==> config.mk <==
export PLATFORM = sky130hd
export DESIGN_NAME = ddr_arbiter_flat
export DESIGN_NICKNAME = d
export VERILOG_FILES = /design/src/rtl/ddr_arbiter_if.sv /design/src/rtl/ddr_arbiter.sv /design/src/flat_wrapper.sv
export SDC_FILE = /design/constraint.sdc
export NUM_CORES = 1
export LEC_CHECK = 0
export CORE_AREA = 2 2 212 214
export CTS_CLUSTER_DIAMETER = 80
export DETAILED_ROUTE_END_ITERATION = 7
export DIE_AREA = 0 0 214 216
export PLACE_DENSITY = 0.34
export SLEW_MARGIN = 10
export SYNTH_ARGS = -nofsm -noshare
export SYNTH_HDL_FRONTEND = slang
export SYNTH_SLANG_ARGS = --single-unit
==> constraint.sdc <==
create_clock -name clock -period 3.5 [get_ports clock]
set_input_delay 1.05 -clock clock [delete_from_list [all_inputs] [get_ports clock]]
set_output_delay 1.05 -clock clock [all_outputs]
set_load 0.01 [all_outputs]
==> src/rtl/ddr_arbiter_if.sv <==
// Port bundle for the two-requester DDR burst arbiter: two requester ports
// plus the shared Avalon-MM master port toward the DDR controller.
interface ddr_arbiter_if #(
  parameter int ADDR_WIDTH  = 32,
  parameter int DATA_WIDTH  = 64,
  parameter int BURST_WIDTH = 8
);
  localparam int MASK_WIDTH = DATA_WIDTH / 8;

  // Handshake: a command (rd) or write beat (wr) transfers on a rising clock
  // edge where it is high and waitReq is low; rd/wr, addr, burstLength, mask
  // and din must hold until then. Read beats have no back-pressure: valid
  // marks a beat on dout for exactly one cycle.
  logic                   io_in0_rd;
  logic                   io_in0_wr;
  logic [ADDR_WIDTH-1:0]  io_in0_addr;
  logic [BURST_WIDTH-1:0] io_in0_burstLength;
  logic [MASK_WIDTH-1:0]  io_in0_mask;
  logic [DATA_WIDTH-1:0]  io_in0_din;
  logic                   io_in0_waitReq;
  logic                   io_in0_valid;
  logic [DATA_WIDTH-1:0]  io_in0_dout;
  logic                   io_in0_burstDone;

  logic                   io_in1_rd;
  logic                   io_in1_wr;
  logic [ADDR_WIDTH-1:0]  io_in1_addr;
  logic [BURST_WIDTH-1:0] io_in1_burstLength;
  logic [MASK_WIDTH-1:0]  io_in1_mask;
  logic [DATA_WIDTH-1:0]  io_in1_din;
  logic                   io_in1_waitReq;
  logic                   io_in1_valid;
  logic [DATA_WIDTH-1:0]  io_in1_dout;
  logic                   io_in1_burstDone;

  logic                   io_ddr_rd;
  logic                   io_ddr_wr;
  logic [ADDR_WIDTH-1:0]  io_ddr_addr;
  logic [BURST_WIDTH-1:0] io_ddr_burstLength;
  logic [MASK_WIDTH-1:0]  io_ddr_mask;
  logic [DATA_WIDTH-1:0]  io_ddr_din;
  logic [DATA_WIDTH-1:0]  io_ddr_dout;
  logic                   io_ddr_waitReq;
  logic                   io_ddr_valid;

  modport slave (
    input  io_in0_rd, io_in0_wr, io_in0_addr, io_in0_burstLength, io_in0_mask, io_in0_din,
    output io_in0_waitReq, io_in0_valid, io_in0_dout, io_in0_burstDone,
    input  io_in1_rd, io_in1_wr, io_in1_addr, io_in1_burstLength, io_in1_mask, io_in1_din,
    output io_in1_waitReq, io_in1_valid, io_in1_dout, io_in1_burstDone,
    output io_ddr_rd, io_ddr_wr, io_ddr_addr, io_ddr_burstLength, io_ddr_mask, io_ddr_din,
    input  io_ddr_dout, io_ddr_waitReq, io_ddr_valid
  );

  modport master (
    output io_in0_rd, io_in0_wr, io_in0_addr, io_in0_burstLength, io_in0_mask, io_in0_din,
    input  io_in0_waitReq, io_in0_valid, io_in0_dout, io_in0_burstDone,
    output io_in1_rd, io_in1_wr, io_in1_addr, io_in1_burstLength, io_in1_mask, io_in1_din,
    input  io_in1_waitReq, io_in1_valid, io_in1_dout, io_in1_burstDone,
    input  io_ddr_rd, io_ddr_wr, io_ddr_addr, io_ddr_burstLength, io_ddr_mask, io_ddr_din,
    output io_ddr_dout, io_ddr_waitReq, io_ddr_valid
  );
endinterface

==> src/rtl/ddr_arbiter.sv <==
// Round-robin whole-burst arbiter sharing one DDR Avalon-MM master between
// the tile-fetch port (0) and the frame-buffer writer port (1).
module ddr_arbiter #(
  parameter int ADDR_WIDTH  = 32,
  parameter int DATA_WIDTH  = 64,
  parameter int BURST_WIDTH = 8
) (
  input  logic         clock,
  input  logic         reset_n,
  ddr_arbiter_if.slave bus,
  output logic [1:0]   dbg_state
);
  localparam int MASK_WIDTH = DATA_WIDTH / 8;
  localparam logic [BURST_WIDTH-1:0] ONE = BURST_WIDTH'(1);

  typedef enum logic [1:0] {
    IDLE      = 2'd0,
    READ_CMD  = 2'd1,
    READ_DATA = 2'd2,
    WRITE     = 2'd3
  } state_t;

  state_t                 state, state_nxt;
  logic                   grant, grant_nxt;
  logic                   prio, prio_nxt;
  logic [BURST_WIDTH-1:0] beats, beats_nxt;

  logic                   req0, req1, win;
  logic                   g_rd, g_wr;
  logic [ADDR_WIDTH-1:0]  g_addr;
  logic [BURST_WIDTH-1:0] g_len;
  logic [MASK_WIDTH-1:0]  g_mask;
  logic [DATA_WIDTH-1:0]  g_din;
  logic                   g_wait, rd_valid, beat_done, ddr_rd, ddr_wr;

  assign req0 = bus.io_in0_rd | bus.io_in0_wr;
  assign req1 = bus.io_in1_rd | bus.io_in1_wr;
  assign win  = (req0 & req1) ? prio : req1;

  always_comb begin : granted_mux
    if (grant) begin
      g_rd   = bus.io_in1_rd;
      g_wr   = bus.io_in1_wr;
      g_addr = bus.io_in1_addr;
      g_len  = bus.io_in1_burstLength;
      g_mask = bus.io_in1_mask;
      g_din  = bus.io_in1_din;
    end else begin
      g_rd   = bus.io_in0_rd;
      g_wr   = bus.io_in0_wr;
      g_addr = bus.io_in0_addr;
      g_len  = bus.io_in0_burstLength;
      g_mask = bus.io_in0_mask;
      g_din  = bus.io_in0_din;
    end
  end

  always_ff @(posedge clock or negedge reset_n) begin
    if (!reset_n) begin
      state <= IDLE;
      grant <= 1'b0;
      prio  <= 1'b0;
      beats <= '0;
    end else begin
      state <= state_nxt;
      grant <= grant_nxt;
      prio  <= prio_nxt;
      beats <= beats_nxt;
    end
  end

  // A burst length of 0 loads 0 and wraps through all 2^BURST_WIDTH beats.
  always_comb begin : fsm
    state_nxt = state;
    grant_nxt = grant;
    prio_nxt  = prio;
    beats_nxt = beats;
    g_wait    = 1'b1;
    rd_valid  = 1'b0;
    beat_done = 1'b0;
    ddr_rd    = 1'b0;
    ddr_wr    = 1'b0;
    case (state)
      IDLE: begin
        if (req0 | req1) begin
          grant_nxt = win;
          beats_nxt = win ? bus.io_in1_burstLength : bus.io_in0_burstLength;
          state_nxt = (win ? bus.io_in1_rd : bus.io_in0_rd) ? READ_CMD : WRITE;
        end
      end
      READ_CMD: begin
        ddr_rd = g_rd;
        g_wait = bus.io_ddr_waitReq;
        if (!bus.io_ddr_waitReq) state_nxt = READ_DATA;
      end
      READ_DATA: begin
        if (bus.io_ddr_valid) begin
          rd_valid  = 1'b1;
          beats_nxt = beats - ONE;
          beat_done = (beats == ONE);
        end
      end
      WRITE: begin
        ddr_wr = g_wr;
        g_wait = bus.io_ddr_waitReq;
        if (g_wr && !bus.io_ddr_waitReq) begin
          beats_nxt = beats - ONE;
          beat_done = (beats == ONE);
        end
      end
      default: state_nxt = IDLE;
    endcase
    if (beat_done) begin
      state_nxt = IDLE;
      prio_nxt  = ~grant;
    end
  end

  assign bus.io_ddr_rd          = ddr_rd;
  assign bus.io_ddr_wr          = ddr_wr;
  assign bus.io_ddr_addr        = (state != IDLE) ? g_addr : '0;
  assign bus.io_ddr_burstLength = (state != IDLE) ? g_len  : '0;
  assign bus.io_ddr_mask        = (state != IDLE) ? g_mask : '0;
  assign bus.io_ddr_din         = (state != IDLE) ? g_din  : '0;

  assign bus.io_in0_waitReq   = grant ? 1'b1 : g_wait;
  assign bus.io_in1_waitReq   = grant ? g_wait : 1'b1;
  assign bus.io_in0_valid     = rd_valid & ~grant;
  assign bus.io_in1_valid     = rd_valid & grant;
  assign bus.io_in0_burstDone = beat_done & ~grant;
  assign bus.io_in1_burstDone = beat_done & grant;
  assign bus.io_in0_dout      = bus.io_ddr_dout;
  assign bus.io_in1_dout      = bus.io_ddr_dout;

  assign dbg_state = state;
endmodule

==> src/flat_wrapper.sv <==
// flat-port wrapper written by rule: the top's interface ports become plain ports
module ddr_arbiter_flat 
#(
  parameter int ADDR_WIDTH  = 32,
  parameter int DATA_WIDTH  = 64,
  parameter int BURST_WIDTH = 8
)
  (clock, reset_n, dbg_state, bus_io_in0_rd, bus_io_in0_wr, bus_io_in0_addr, bus_io_in0_burstLength, bus_io_in0_mask, bus_io_in0_din, bus_io_in0_waitReq, bus_io_in0_valid, bus_io_in0_dout, bus_io_in0_burstDone, bus_io_in1_rd, bus_io_in1_wr, bus_io_in1_addr, bus_io_in1_burstLength, bus_io_in1_mask, bus_io_in1_din, bus_io_in1_waitReq, bus_io_in1_valid, bus_io_in1_dout, bus_io_in1_burstDone, bus_io_ddr_rd, bus_io_ddr_wr, bus_io_ddr_addr, bus_io_ddr_burstLength, bus_io_ddr_mask, bus_io_ddr_din, bus_io_ddr_dout, bus_io_ddr_waitReq, bus_io_ddr_valid);
  ddr_arbiter_if #(.ADDR_WIDTH(ADDR_WIDTH), .DATA_WIDTH(DATA_WIDTH), .BURST_WIDTH(BURST_WIDTH)) bus_i ();
  input  logic clock;
  input  logic reset_n;
  output logic [1:0] dbg_state;
  input wire logic [$bits(bus_i.io_in0_rd)-1:0] bus_io_in0_rd;
  input wire logic [$bits(bus_i.io_in0_wr)-1:0] bus_io_in0_wr;
  input wire logic [$bits(bus_i.io_in0_addr)-1:0] bus_io_in0_addr;
  input wire logic [$bits(bus_i.io_in0_burstLength)-1:0] bus_io_in0_burstLength;
  input wire logic [$bits(bus_i.io_in0_mask)-1:0] bus_io_in0_mask;
  input wire logic [$bits(bus_i.io_in0_din)-1:0] bus_io_in0_din;
  output wire logic [$bits(bus_i.io_in0_waitReq)-1:0] bus_io_in0_waitReq;
  output wire logic [$bits(bus_i.io_in0_valid)-1:0] bus_io_in0_valid;
  output wire logic [$bits(bus_i.io_in0_dout)-1:0] bus_io_in0_dout;
  output wire logic [$bits(bus_i.io_in0_burstDone)-1:0] bus_io_in0_burstDone;
  input wire logic [$bits(bus_i.io_in1_rd)-1:0] bus_io_in1_rd;
  input wire logic [$bits(bus_i.io_in1_wr)-1:0] bus_io_in1_wr;
  input wire logic [$bits(bus_i.io_in1_addr)-1:0] bus_io_in1_addr;
  input wire logic [$bits(bus_i.io_in1_burstLength)-1:0] bus_io_in1_burstLength;
  input wire logic [$bits(bus_i.io_in1_mask)-1:0] bus_io_in1_mask;
  input wire logic [$bits(bus_i.io_in1_din)-1:0] bus_io_in1_din;
  output wire logic [$bits(bus_i.io_in1_waitReq)-1:0] bus_io_in1_waitReq;
  output wire logic [$bits(bus_i.io_in1_valid)-1:0] bus_io_in1_valid;
  output wire logic [$bits(bus_i.io_in1_dout)-1:0] bus_io_in1_dout;
  output wire logic [$bits(bus_i.io_in1_burstDone)-1:0] bus_io_in1_burstDone;
  output wire logic [$bits(bus_i.io_ddr_rd)-1:0] bus_io_ddr_rd;
  output wire logic [$bits(bus_i.io_ddr_wr)-1:0] bus_io_ddr_wr;
  output wire logic [$bits(bus_i.io_ddr_addr)-1:0] bus_io_ddr_addr;
  output wire logic [$bits(bus_i.io_ddr_burstLength)-1:0] bus_io_ddr_burstLength;
  output wire logic [$bits(bus_i.io_ddr_mask)-1:0] bus_io_ddr_mask;
  output wire logic [$bits(bus_i.io_ddr_din)-1:0] bus_io_ddr_din;
  input wire logic [$bits(bus_i.io_ddr_dout)-1:0] bus_io_ddr_dout;
  input wire logic [$bits(bus_i.io_ddr_waitReq)-1:0] bus_io_ddr_waitReq;
  input wire logic [$bits(bus_i.io_ddr_valid)-1:0] bus_io_ddr_valid;
  assign bus_i.io_in0_rd = bus_io_in0_rd;
  assign bus_i.io_in0_wr = bus_io_in0_wr;
  assign bus_i.io_in0_addr = bus_io_in0_addr;
  assign bus_i.io_in0_burstLength = bus_io_in0_burstLength;
  assign bus_i.io_in0_mask = bus_io_in0_mask;
  assign bus_i.io_in0_din = bus_io_in0_din;
  assign bus_io_in0_waitReq = bus_i.io_in0_waitReq;
  assign bus_io_in0_valid = bus_i.io_in0_valid;
  assign bus_io_in0_dout = bus_i.io_in0_dout;
  assign bus_io_in0_burstDone = bus_i.io_in0_burstDone;
  assign bus_i.io_in1_rd = bus_io_in1_rd;
  assign bus_i.io_in1_wr = bus_io_in1_wr;
  assign bus_i.io_in1_addr = bus_io_in1_addr;
  assign bus_i.io_in1_burstLength = bus_io_in1_burstLength;
  assign bus_i.io_in1_mask = bus_io_in1_mask;
  assign bus_i.io_in1_din = bus_io_in1_din;
  assign bus_io_in1_waitReq = bus_i.io_in1_waitReq;
  assign bus_io_in1_valid = bus_i.io_in1_valid;
  assign bus_io_in1_dout = bus_i.io_in1_dout;
  assign bus_io_in1_burstDone = bus_i.io_in1_burstDone;
  assign bus_io_ddr_rd = bus_i.io_ddr_rd;
  assign bus_io_ddr_wr = bus_i.io_ddr_wr;
  assign bus_io_ddr_addr = bus_i.io_ddr_addr;
  assign bus_io_ddr_burstLength = bus_i.io_ddr_burstLength;
  assign bus_io_ddr_mask = bus_i.io_ddr_mask;
  assign bus_io_ddr_din = bus_i.io_ddr_din;
  assign bus_i.io_ddr_dout = bus_io_ddr_dout;
  assign bus_i.io_ddr_waitReq = bus_io_ddr_waitReq;
  assign bus_i.io_ddr_valid = bus_io_ddr_valid;
  ddr_arbiter #(.ADDR_WIDTH(ADDR_WIDTH), .DATA_WIDTH(DATA_WIDTH), .BURST_WIDTH(BURST_WIDTH)) u_core (.clock(clock), .reset_n(reset_n), .bus(bus_i), .dbg_state(dbg_state));
endmodule
== Word-level counts from Yosys, hierarchy flattened ==
Cells that the tools add are included.
Cells by class
  add/subtract/negate cells: 1
  equal/unequal tests: 9
  multiplexer cells: 32
  reductions and logical operators: 10
  bitwise logic cells: 9
Operator list (count)
  64-bit 2-to-1 mux: 2
  32-bit 2-to-1 mux: 2
  8-bit 2-to-1 mux: 8
  8-bit case mux with 3 select lines: 1
  1-bit 2-to-1 mux: 13
  8-bit by 1-bit equality test with 1-bit output, second input constant: 1
  2-bit 2-to-1 mux: 4
  8-bit by 1-bit subtractor with 8-bit output, second input constant: 1
  3-bit nonzero test: 2
  1-bit AND: 5
  2-bit equality test, second input constant: 2
  2-bit by 1-bit != test with 1-bit output, second input constant: 2
  2-bit case mux with 2 select lines: 1
  4-bit AND reduction: 1
  3-bit by 1-bit != test with 1-bit output, second input constant: 1
  3-bit by 2-bit != test with 1-bit output, second input constant: 1
  1-bit OR: 3
  3-bit AND reduction: 1
  2-bit by 1-bit equality test with 1-bit output, second input constant: 1
  2-bit logical NOT: 1
  2-bit != test, second input constant: 1
  1-bit case mux with 2 select lines: 1
  2-bit AND reduction: 1
  2-bit nonzero test: 1
  other kinds (4): 4
Word-level totals
  output and inout port bits: 250
  word-level logic and storage cells: 65
  bits in registers: 12

== Longest topological paths before layout ==
  depth after elaboration: 8
  depth in mapped cells: 6
  gate-level depth less buffers: 6

== Worst setup path after synthesis ==
OpenSTA, ideal clock, no wires.
  kind: input -> output
  start: in bus_io_in1_wr
  end: out bus_io_in0_burstDone
  data required time: 2450 ps
  path buffers: 0
  arrival: 1692 ps
  slack: 758 ps
  stages on the path: 4
  cell sequence: mux2i_1 o211ai_1 o2111a_1 and2_1
On the way
  cells in the longest elaborated chain, start to end: 5
Ends and longest elaborated chain
  start: declaration: RTL line flat_wrapper.sv:24  | input wire logic [$bits(bus_i.io_in1_wr)-1:0] bus_io_in1_wr;
  1-bit 2-to-1 mux: RTL line ddr_arbiter.sv:41  | if (grant) begin
  1-bit logical AND: RTL line ddr_arbiter.sv:106  | if (g_wr && !bus.io_ddr_waitReq) begin
  1-bit 2-to-1 mux: RTL line ddr_arbiter.sv:106
  1-bit case mux with 2 select lines: RTL line ddr_arbiter.sv:83  | case (state)
  1-bit AND: RTL line ddr_arbiter.sv:130  | assign bus.io_in0_burstDone = beat_done & ~grant;
  end: declaration: RTL line flat_wrapper.sv:22  | output wire logic [$bits(bus_i.io_in0_burstDone)-1:0] bus_io_in0_burstDone;
Every way passes these cells.

== Worst setup path after layout ==
  start: in bus_io_in0_din[0]
  end: out bus_io_ddr_din[0]
On the way
  cells in the longest elaborated chain, start to end: 2
Ends and longest elaborated chain
  start: declaration: RTL line flat_wrapper.sv:18  | input wire logic [$bits(bus_i.io_in0_din)-1:0] bus_io_in0_din;
  64-bit 2-to-1 mux: RTL line ddr_arbiter.sv:41
  64-bit 2-to-1 mux: RTL line ddr_arbiter.sv:124  | assign bus.io_ddr_din = (state != IDLE) ? g_din : '0;
  end: declaration: RTL line flat_wrapper.sv:38  | output wire logic [$bits(bus_i.io_ddr_din)-1:0] bus_io_ddr_din;
Every way passes these cells.

==> results.py <==
metrics = {
    "route": {
        "vias": 4250,
        "routed_wl_mm": 22.99,
        "ant_nets": 0,
        "met1_length_mm": 9.049,
        "avgRoutedWirePerCell_um": 17.29,
        "route.detailed.vias_per_inst": 3.195,
        "top_signal_layer_used": "met4",
        "wl_met2_mm": 11.62,
        "drt_first_iter_violations": 192,
        "wl_met3_mm": 2.006,
        "drc": 0,
        "drt_pass1_iterations": 6,
    },
    "clock_network": {
        "inserted_clock_buffers": 3,
        "cts_hold_repair.buffers": 0,
        "cts_htree_levels": 1,
        "cts.reportedPaths.clkPinSlew_ns": 0.05,
        "cts_tree": "done",
        "ctsLongestPathBuffers": 2,
        "worstSkewPairLatency_ns": 0.25,
        "clock-sinks": 12,
        "clockRootBuffer": "sky130_fd_sc_hd__clkbuf_16",
    },
    "pwr": {
        "max_rail_drop_vdd_mv": 0.2421,
        "leakage_power_of_the_design_nw": 3.185,
        "pwr_density_cell_nw_per_um2": 438.0,
        "design_power_total_mw": 3.197,
    },
    "synth": {
        "synth_top_family_by_area": "multiplexers",
        "muxShareOfSynthArea_pct": 31.82,
        "synthDistinctLibCells": 47,
        "synth_area_um2": 3661,
        "synthCells": 499,
        "post_synth_xor_area_fraction_pct": 0,
        "synth_top_area_share_pct": 30.90,
        "synth-compound-area-share_pct": 8.749,
        "yosys.area_share.adder_pct": 0.6835,
        "ys_seq_area_share_pct": 8.202,
        "dominantRegCellSynth": "sky130_fd_sc_hd__dfrtp_1",
        "yosys-top-cells-area": "sky130_fd_sc_hd__mux2i_1 (31%), sky130_fd_sc_hd__buf_4 (26%), sky130_fd_sc_hd__nor2_1 (12%), sky130_fd_sc_hd__dfrtp_1 (8.2%), sky130_fd_sc_hd__buf_2 (2.1%)",
        "synth-seq-cells": 12,
        "synth_warn": 0,
        "mappedNetlistNets": 797,
        "synth_area_per_cell_um2": 7.337,
        "async_reset_ff_share_pct": 100.0,
        "synth_edf_count": 0,
        "yosys.area.top_type": "sky130_fd_sc_hd__mux2i_1",
        "synth_simple_gate_area_share_pct": 19.89,
    },
    "die": {
        "core_area_um2": 43840,
        "initial_utilization_pct": 8.352,
        "pin_count": 546,
        "design.die.area_um2": 46220,
        "die_height_um": 216,
        "fp.dieW_um": 214,
        "placementRows": 77,
    },
    "place": {
        "routabilityCongestion": 0.8299,
        "dp_hpwl_mm": 19.52,
        "place.detailed.instances": 1321,
        "post-place-ws_ns": -0.3494,
        "port-buffer-count": 353,
    },
    "global_routing": {
        "grt_pass1_vias": 4384,
        "grt_first_pass_wirelength_mm": 32.25,
        "antenna_found_initial": 7,
        "grt_overflow": 0,
        "grt_start_max_net_pins": 51,
        "grt_use_total_pct": 9.315,
    },
    "critical_path": {
        "critical_path.startpoint_type": "input port",
        "critical_path_arrival_ns": 2.39,
        "worstReg2RegStart": "u_core.beats[1]$_DFFE_PN0P_",
        "critical_path_peak_fanout": 1,
        "path_class": "input port to output port",
        "critical_path.startpoint": "bus_io_in0_din[0]",
        "cp.required_ns": 2.45,
        "timing.critical_path.to_type": "output port",
    },
    "cells_and_area": {
        "layout_common_cells": "sky130_fd_sc_hd__clkdlybuf4s50_1 (343), sky130_fd_sc_hd__nor2_1 (115), sky130_fd_sc_hd__mux2i_1 (113)",
        "stdcell_count": 1330,
        "final_nets": 1035,
        "post-route-util_pct": 16.65,
        "layout_commonest_cell": "sky130_fd_sc_hd__clkdlybuf4s50_1",
        "layout-drive-gt1-share_pct": 8.152,
        "areaGrowthSynthToFinish_pct": 99.38,
    },
    "timing": {
        "worst-slew-pin-transition_ns": 0.6650,
        "timing.final.max_slew_violations": 0,
        "fin_skew_ns": 0.005937,
        "max_freq_mhz": 290.7,
        "timing_hold_violations_final": 0,
        "post-route-worst-setup-slack_ns": 0.06006,
        "setup_viol_count_final": 0,
        "rsz0062_at_grt": "true",
        "period_share_pct": 98.28,
        "timing.max_slew.rel_slack_pct": 55.53,
        "tns_ns": 0,
        "min_period_ns": 3.440,
    },
    "worst_hold_path": {
        "hold_sp": "u_core.prio$_DFFE_PN0N_",
        "min-delay-path-class": "register to register",
    },
    "outcome": {
        "outcome": "finished, final reports clean",
    },
    "flow_run": {
        "cap_viol_max_count": 0,
    },
}
-- routing by layer --
metal,vias up,global-route usage (%)
li1,2043,-
met3,35,3.002
met1,1893,10.75
met2,279,17.03
met5,-,0
met4,0,1.282
-- synth_stat cells, types with 5 or more instances --
| cell type | count |
|---|---|
| sky130_fd_sc_hd__a211oi_1 | 7 |
| sky130_fd_sc_hd__and3_1 | 8 |
| sky130_fd_sc_hd__buf_2 | 15 |
| sky130_fd_sc_hd__buf_4 | 129 |
| sky130_fd_sc_hd__clkbuf_1 | 14 |
| sky130_fd_sc_hd__dfrtp_1 | 12 |
| sky130_fd_sc_hd__mux2i_1 | 113 |
| sky130_fd_sc_hd__nand2_1 | 9 |
| sky130_fd_sc_hd__nand3_1 | 6 |
| sky130_fd_sc_hd__nor2_1 | 116 |
| sky130_fd_sc_hd__o211ai_1 | 5 |
| sky130_fd_sc_hd__o21ai_0 | 5 |
-- cell type report --
type,instances,area (um^2)
Inverter,4,15.01
Multi-Input combinational cell,324,2248
Tap cell,592,740.7
Fill cell,4965,36540
Clock buffer,4,88.84
Sequential cell,12,304.0
Antenna cell,2,5.005
Timing Repair Buffer,392,3897
-- through the flow --
| step | hold slack (ns) | instance area [um^2] |
|---|---|---|
| 2_1_floorplan | 0.5106 | 3661 |
| 3_3_place_gp | 0.5396 | 7172 |
| 3_5_place_dp | 0.5450 | 7172 |
| 4_1_cts | 0.5560 | 7269 |
| 5_1_grt | 0.5951 | 7295 |
| 6_report | 0.5572 | 7300 |
-- final timing paths --
check	endpoint	slack, ns	depth (start not counted)
max	bus_io_ddr_din[0]	0.06	5
min	u_core.prio$_DFFE_PN0N_	0.56	1
max reg2reg	u_core.prio$_DFFE_PN0N_	1.41	9
min reg2reg	u_core.prio$_DFFE_PN0N_	0.56	1
max in group asynchronous	u_core.grant$_DFFE_PN0P_	1.80	1
min in group asynchronous	u_core.beats[0]$_DFFE_PN0P_	1.21	1
-- critical path, cell delays in order --
cell                              delay [ns]
sky130_fd_sc_hd__clkdlybuf4s50_1        0.48
sky130_fd_sc_hd__mux2i_1                0.07
sky130_fd_sc_hd__nor2_1                 0.10
sky130_fd_sc_hd__buf_4                  0.13
sky130_fd_sc_hd__clkdlybuf4s50_1        0.55
-- cells by family after synthesis --
logic type / Yosys count
muxes: 116
and+or+nand+nor: 163
AOI/OAI and AO/OA: 43
DFF: 12
buffers and inverters: 163
adders and majority gates: 2
-- power by group --
part	internal [mW]	switching (mW)	total, mW
Combinational	1.51	1.18	2.70
Sequential	0.180	0.0740	0.254
Clock	0.174	0.0741	0.248
Total	1.87	1.33	3.20
-- flip-flops by register name, summed over array words and instances, names as in the netlist --
signal            cells
u_core.grant          1
u_core.dbg_state      2
u_core.beats          8
u_core.prio           1
-- what timing repair did --
item,4_1_cts,5_1_grt
buffers inserted,3,0
pin swaps,1,2
setup endpoints to repair,4,5
gates resized for setup,11,8
Note: power is estimated with default switching activity, not from simulation.
